**src/rtl/hall_dir_detect.sv**
```systemverilog
// hall_dir_detect: deglitches the Hall inputs and tracks BLDC commutation steps, direction, position, faults and stall.
module hall_dir_detect #(
  parameter int         FILT_DEPTH = 4,
  parameter int         CONFIRM_N  = 2,
  parameter int         CNT_W      = 4,
  parameter int         POS_W      = 16,
  parameter int         TIMEOUT    = 1000000,
  parameter logic [2:0] HALL_INV   = 3'b000,
  parameter bit         SEQ_REV    = 1'b0
) (
  input  logic             clk,
  input  logic             rst_n,
  input  logic [2:0]       hall,
  input  logic             clr_pos,
  output logic [2:0]       hall_state,
  output logic             dir_out,
  output logic             dir_valid,
  output logic             step_pulse,
  output logic             step_dir,
  output logic [POS_W-1:0] pos_cnt,
  output logic             fault,
  output logic             skip_err,
  output logic             stall
);
  localparam int TW = $clog2(TIMEOUT);
  localparam logic [TW-1:0] TO1 = TW'(TIMEOUT - 1);
  localparam logic [CNT_W-1:0] CN = CNT_W'(CONFIRM_N);
  typedef enum logic {IDLE, TRACK} state_t;
  state_t state, state_n;
  logic [3*FILT_DEPTH-1:0] sr;
  logic [2:0] prev, prev_n, fw_code, rv_code;
  logic [CNT_W-1:0] fwd_cnt, rev_cnt, fwd_n, rev_n;
  logic [TW-1:0] tmr, tmr_n;
  logic [POS_W-1:0] pos_n;
  logic step_n, sdir_n, fault_n, skip_n, stall_n, dout_n, dval_n, hs_valid;

  function automatic logic [2:0] nxt(input logic [2:0] c);
    return c == 3'b101 ? 3'b100 : c == 3'b100 ? 3'b110 : c == 3'b110 ? 3'b010 :
           c == 3'b010 ? 3'b011 : c == 3'b011 ? 3'b001 : c == 3'b001 ? 3'b101 : 3'b000;
  endfunction

  function automatic logic [2:0] prv(input logic [2:0] c);
    return c == 3'b100 ? 3'b101 : c == 3'b110 ? 3'b100 : c == 3'b010 ? 3'b110 :
           c == 3'b011 ? 3'b010 : c == 3'b001 ? 3'b011 : c == 3'b101 ? 3'b001 : 3'b000;
  endfunction

  assign hs_valid = |hall_state && !(&hall_state);
  assign fw_code  = SEQ_REV ? prv(prev) : nxt(prev);
  assign rv_code  = SEQ_REV ? nxt(prev) : prv(prev);

  always_ff @(posedge clk or negedge rst_n)
    if (!rst_n) begin
      sr         <= '0;
      hall_state <= '0;
      state      <= IDLE;
      prev       <= '0;
      fwd_cnt    <= '0;
      rev_cnt    <= '0;
      tmr        <= '0;
      pos_cnt    <= '0;
      step_pulse <= 1'b0;
      step_dir   <= 1'b0;
      fault      <= 1'b0;
      skip_err   <= 1'b0;
      stall      <= 1'b0;
      dir_out    <= 1'b0;
      dir_valid  <= 1'b0;
    end else begin
      sr         <= {sr[3*FILT_DEPTH-4:0], hall ^ HALL_INV};
      if (sr == {FILT_DEPTH{sr[2:0]}}) hall_state <= sr[2:0];
      state      <= state_n;
      prev       <= prev_n;
      fwd_cnt    <= fwd_n;
      rev_cnt    <= rev_n;
      tmr        <= tmr_n;
      pos_cnt    <= pos_n;
      step_pulse <= step_n;
      step_dir   <= sdir_n;
      fault      <= fault_n;
      skip_err   <= skip_n;
      stall      <= stall_n;
      dir_out    <= dout_n;
      dir_valid  <= dval_n;
    end

  // priority inside TRACK: fault > skip > step > stall timeout
  always_comb begin
    state_n = state;
    prev_n  = prev;
    fwd_n   = fwd_cnt;
    rev_n   = rev_cnt;
    tmr_n   = '0;
    pos_n   = clr_pos ? '0 : pos_cnt;
    step_n  = 1'b0;
    sdir_n  = step_dir;
    fault_n = 1'b0;
    skip_n  = 1'b0;
    stall_n = stall;
    dout_n  = fwd_cnt >= CN ? 1'b0 : rev_cnt >= CN ? 1'b1 : dir_out;
    dval_n  = dir_valid | fwd_cnt >= CN | rev_cnt >= CN;
    if (state == IDLE) begin
      if (hs_valid) begin
        state_n = TRACK;
        prev_n  = hall_state;
        fwd_n   = '0;
        rev_n   = '0;
      end
    end else begin
      tmr_n = tmr == TO1 ? tmr : tmr + TW'(1);
      if (!hs_valid) begin
        state_n = IDLE;
        fault_n = 1'b1;
        fwd_n   = '0;
        rev_n   = '0;
        tmr_n   = '0;
        dout_n  = dir_out;
        dval_n  = 1'b0;
      end else if (hall_state == fw_code || hall_state == rv_code) begin
        step_n  = 1'b1;
        sdir_n  = hall_state == rv_code;
        prev_n  = hall_state;
        tmr_n   = '0;
        stall_n = 1'b0;
        fwd_n   = sdir_n ? '0 : fwd_cnt + CNT_W'(~&fwd_cnt);
        rev_n   = sdir_n ? rev_cnt + CNT_W'(~&rev_cnt) : '0;
        pos_n   = clr_pos ? '0 : sdir_n ? pos_cnt - POS_W'(1) : pos_cnt + POS_W'(1);
      end else if (hall_state != prev) begin
        skip_n = 1'b1;
        fwd_n  = '0;
        rev_n  = '0;
        prev_n = hall_state;
        dout_n = dir_out;
        dval_n = dir_valid;
      end else if (tmr == TO1) begin
        stall_n = 1'b1;
        fwd_n   = '0;
        rev_n   = '0;
        dout_n  = dir_out;
        dval_n  = 1'b0;
      end
    end
  end
endmodule

```
**config.mk**
```make
export PLATFORM = sky130hd
export DESIGN_NAME = hall_dir_detect
export DESIGN_NICKNAME = d
export VERILOG_FILES = /design/src/rtl/hall_dir_detect.sv
export SDC_FILE = /design/constraint.sdc
export NUM_CORES = 1
export LEC_CHECK = 0
export BUFFER_PORTS_ARGS = -buffer_cell sky130_fd_sc_hd__buf_4
export CAP_MARGIN = 20
export CORE_MARGIN = 2
export CORE_UTILIZATION = 35
export CTS_BUF_LIST = sky130_fd_sc_hd__clkbuf_16
export DETAILED_ROUTE_END_ITERATION = 10
export SLEW_MARGIN = 30
export SYNTH_ARGS = -nofsm -noshare
export SYNTH_HDL_FRONTEND = slang
export SYNTH_SLANG_ARGS = --single-unit
```
**constraint.sdc**
```tcl
create_clock -name clk -period 10.93 [get_ports clk]
set_input_delay 1.6395 -clock clk [delete_from_list [all_inputs] [get_ports clk]]
set_output_delay 1.6395 -clock clk [all_outputs]
set_load 0.005 [all_outputs]
```
==> impl_metrics.ini <==
[setup_path]
slowest_stage = o32ai_4
critPathMaxFanout = 20
crit_buf_inv = 0
crit_type = register to register
arrival_ns = 4.21
worst_ep_required_time_ns = 11.19
cp_slowest_stage_delay_ns = 0.76
setup.worst_path.start = hall_state[2]$_DFFE_PN0N_
endpoint_kind = register
cp-start-kind = register
r2r-start = hall_state[2]$_DFFE_PN0N_
critical_path.top_delay_family = compound AO/OA/AOI/OAI gates
cp_cell_sequence = or2_4 -> mux2_4 -> o32ai_4 -> ha_1 -> a21oi_1 -> o21ai_0 -> a2111oi_0 -> a21oi_1 -> xnor2_1 -> or3_1 -> a21oi_1
cp_common_cell = a21oi_1

[global_routing]
grt_antenna_before_repair = 0
grt_pass1_wl_um = 14500
grt.overflow.total = 0
track_usage_pct = 15.2
grt_max_degree = 71
grt_pass1_vias = 3111

[clocking]
clock_sinks = 70
htree_levels = 3
cts_tree = done
cts_resized = 0
clk_pin_slew_ns = 0.06
cts-root-buf = clkbuf_16
numCtsBuffers = 9
ctsHoldBuffers = 0
cts_setup_buffers = 0
insertion_delay_ns = 0.33
cts_buffer_depth = 2

[place]
dp_hpwl_um = 5770
gp_congestion = 0.806
pre_cts_ws_ns = 7.01
placed_area_mm2 = 0.00426
io_buffers = 31

[logic_synthesis]
synthCells = 408
synth_top_area_cell = dfrtp_1
synth_area_leaders = dfrtp_1, ha_1, xor2_1, a21oi_1, o21ai_0
synth_nets = 434
ys_warn_count = 0
synth_top_cell_area_share_pct = 44.5
seq_area_frac_synth_pct = 44.5
async_flop_share_pct = 100
synth-edff-count = 0
synthFlopType = dfrtp_1
yosysUniqueCellTypes = 66
syn_area_mm2 = 0.00394
ys_ff_latch = 70
avgSynthCellArea_um2 = 9.65

[min_path]
hp-start = sr[7]$_DFF_PN0_
holdCritPathClass = register to register

[drt]
vias = 3090
wl_um = 8390
avgViaCountPerCell = 5.33
route.detailed.wl_per_inst_um = 14.5
wl_met3_um = 252
ant_nets = 0
top_layer_used = met4
drtIter0Drc = 154
wl_met1_um = 4090
first_pass_iters = 4
post-route-drc-count = 0
wl_met2_um = 3950

[timing]
finalCritPeriodShare_pct = 36.1
worst_clock_skew_ns = 0.00956
fin_tns_setup_ns = 0
holdWs_ns = 0.397
max_slew_margin_pct = 41.8
min_period_ns = 3.95
final-max-slew-violation-count = 0
finalWorstSetupSlack_ns = 6.98
setup_viol = 0
clock.fmax_mhz = 253
grt_setup_unrepaired = false
final-hold-violation-count = 0
tightestPinTransition_ns = 0.873

[power_and_ir_drop]
p_per_area_mw_per_mm2 = 176
max-vdd-ir-drop_uv = 89.1
p_leak_uw = 0.00208

[die]
row_count = 38
die_w_um = 110
chipHeight_um = 110
start_util_pct = 36.2
coreArea_mm2 = 0.0109
die-area_mm2 = 0.0121
io_pins = 32

[final_layout]
diodes = 0
finalNetCount = 461
drive_gt1_share_pct = 15.0
design_area_mm2 = 0.00457
area_delta_synth_final_pct = 16.0

[run_status]
status = finished, final reports clean

[run]
maxCapViolations = 0
==> worst register-to-register path: cells and delay by family, from the launching register on <==
family                   cells  cell delay (ns)
multiplexers                 1             0.28
flip-flops                   1             0.53
AND/OR/NAND/NOR              2             0.64
AO/OA/AOI/OAI                6             1.80
XOR/XNOR                     1             0.14
adder cells (fa/ha/maj)      1             0.48
==> layer usage <==
metal / vias up / GRT usage, %
li1: 1518 / -
met2: 48 / 24.8
met5: - / 0
met3: 13 / 3.82
met1: 1511 / 19.6
met4: 0 / 5.33
==> stage by stage <==
step / util, % / instances / power (uW)
global route: 41.9 / 580 / 853
finish: 41.9 / 580 / 804
CTS: 41.9 / 580 / 810
global placement: 39.2 / 564 / 511
floorplan: - / 408 / 461
detailed placement: 39.2 / 564 / 516
==> placed cells by master (no fill, tap or decap), drive strengths merged, types with 13 or more instances in the layout <==
cell type,netlist,final
dfrtp,70,70
nor2,41,41
nand2,37,37
o21ai,33,33
a21oi,32,32
buf,9,31
xor2,21,21
ha,19,19
xnor2,15,15
nand3,14,14
inv,11,13
==> final timing paths <==
| path | cells after the start | slack [ns] | endpoint |
|---|---|---|---|
| max | 11 | 6.98 | pos_cnt[15]$_DFF_PN0_ |
| min | 0 | 0.40 | sr[10]$_DFF_PN0_ |
| max reg2reg | 11 | 6.98 | pos_cnt[15]$_DFF_PN0_ |
| min reg2reg | 0 | 0.40 | sr[10]$_DFF_PN0_ |
| max in group asynchronous | 1 | 9.17 | sr[4]$_DFF_PN0_ |
| min in group asynchronous | 1 | 1.32 | tmr[5]$_DFFE_PN0P_ |
==> cell usage after synthesis, drive strengths merged, types with 10 or more instances <==
library cell,n
a21oi,32
dfrtp,70
ha,19
inv,11
nand2,37
nand3,14
nand4,10
nor2,41
o21ai,33
xnor2,15
xor2,21
==> area by class of cell <==
cell class                      instances  area, um2
Timing Repair Buffer                   31        236
Sequential cell                        70       1750
Multi-Input combinational cell        312       2060
Tap cell                              140        175
Fill cell                            1077       6320
Inverter                               11       41.3
Clock buffer                            9        225
Clock inverter                          7       72.6
==> report_power, final <==
group          internal [uW]  switching, uW  leakage [uW]
registers                276           24.2      0.000941
logic                   88.4            125      0.000998
clock network            177            114      0.000144
total                    541            263       0.00208
==> kinds of logic (layout without fill, tap and decap cells) <==
kind of cell | after synthesis | in the layout | share of synthesized area, %
buf+inv | 26 | 58 | 3.08
fa+ha+maj | 20 | 20 | 6.55
xor+xnor | 36 | 36 | 8.01
simple gates | 147 | 147 | 19.3
mux | 8 | 8 | 2.32
flops | 70 | 70 | 44.5
compound gates | 101 | 101 | 16.2
==> registers in the layout, summed over array words and instances, names as in the netlist <==
name	cells
pos_cnt	16
rev_cnt	4
fwd_cnt	4
fault	1
hall_state	3
dir_valid	1
stall	1
sr	12
skip_err	1
prev	3
tmr	20
step_dir	1
dir_out	1
step_pulse	1
state	1
Power figures use the tool's default switching activity.
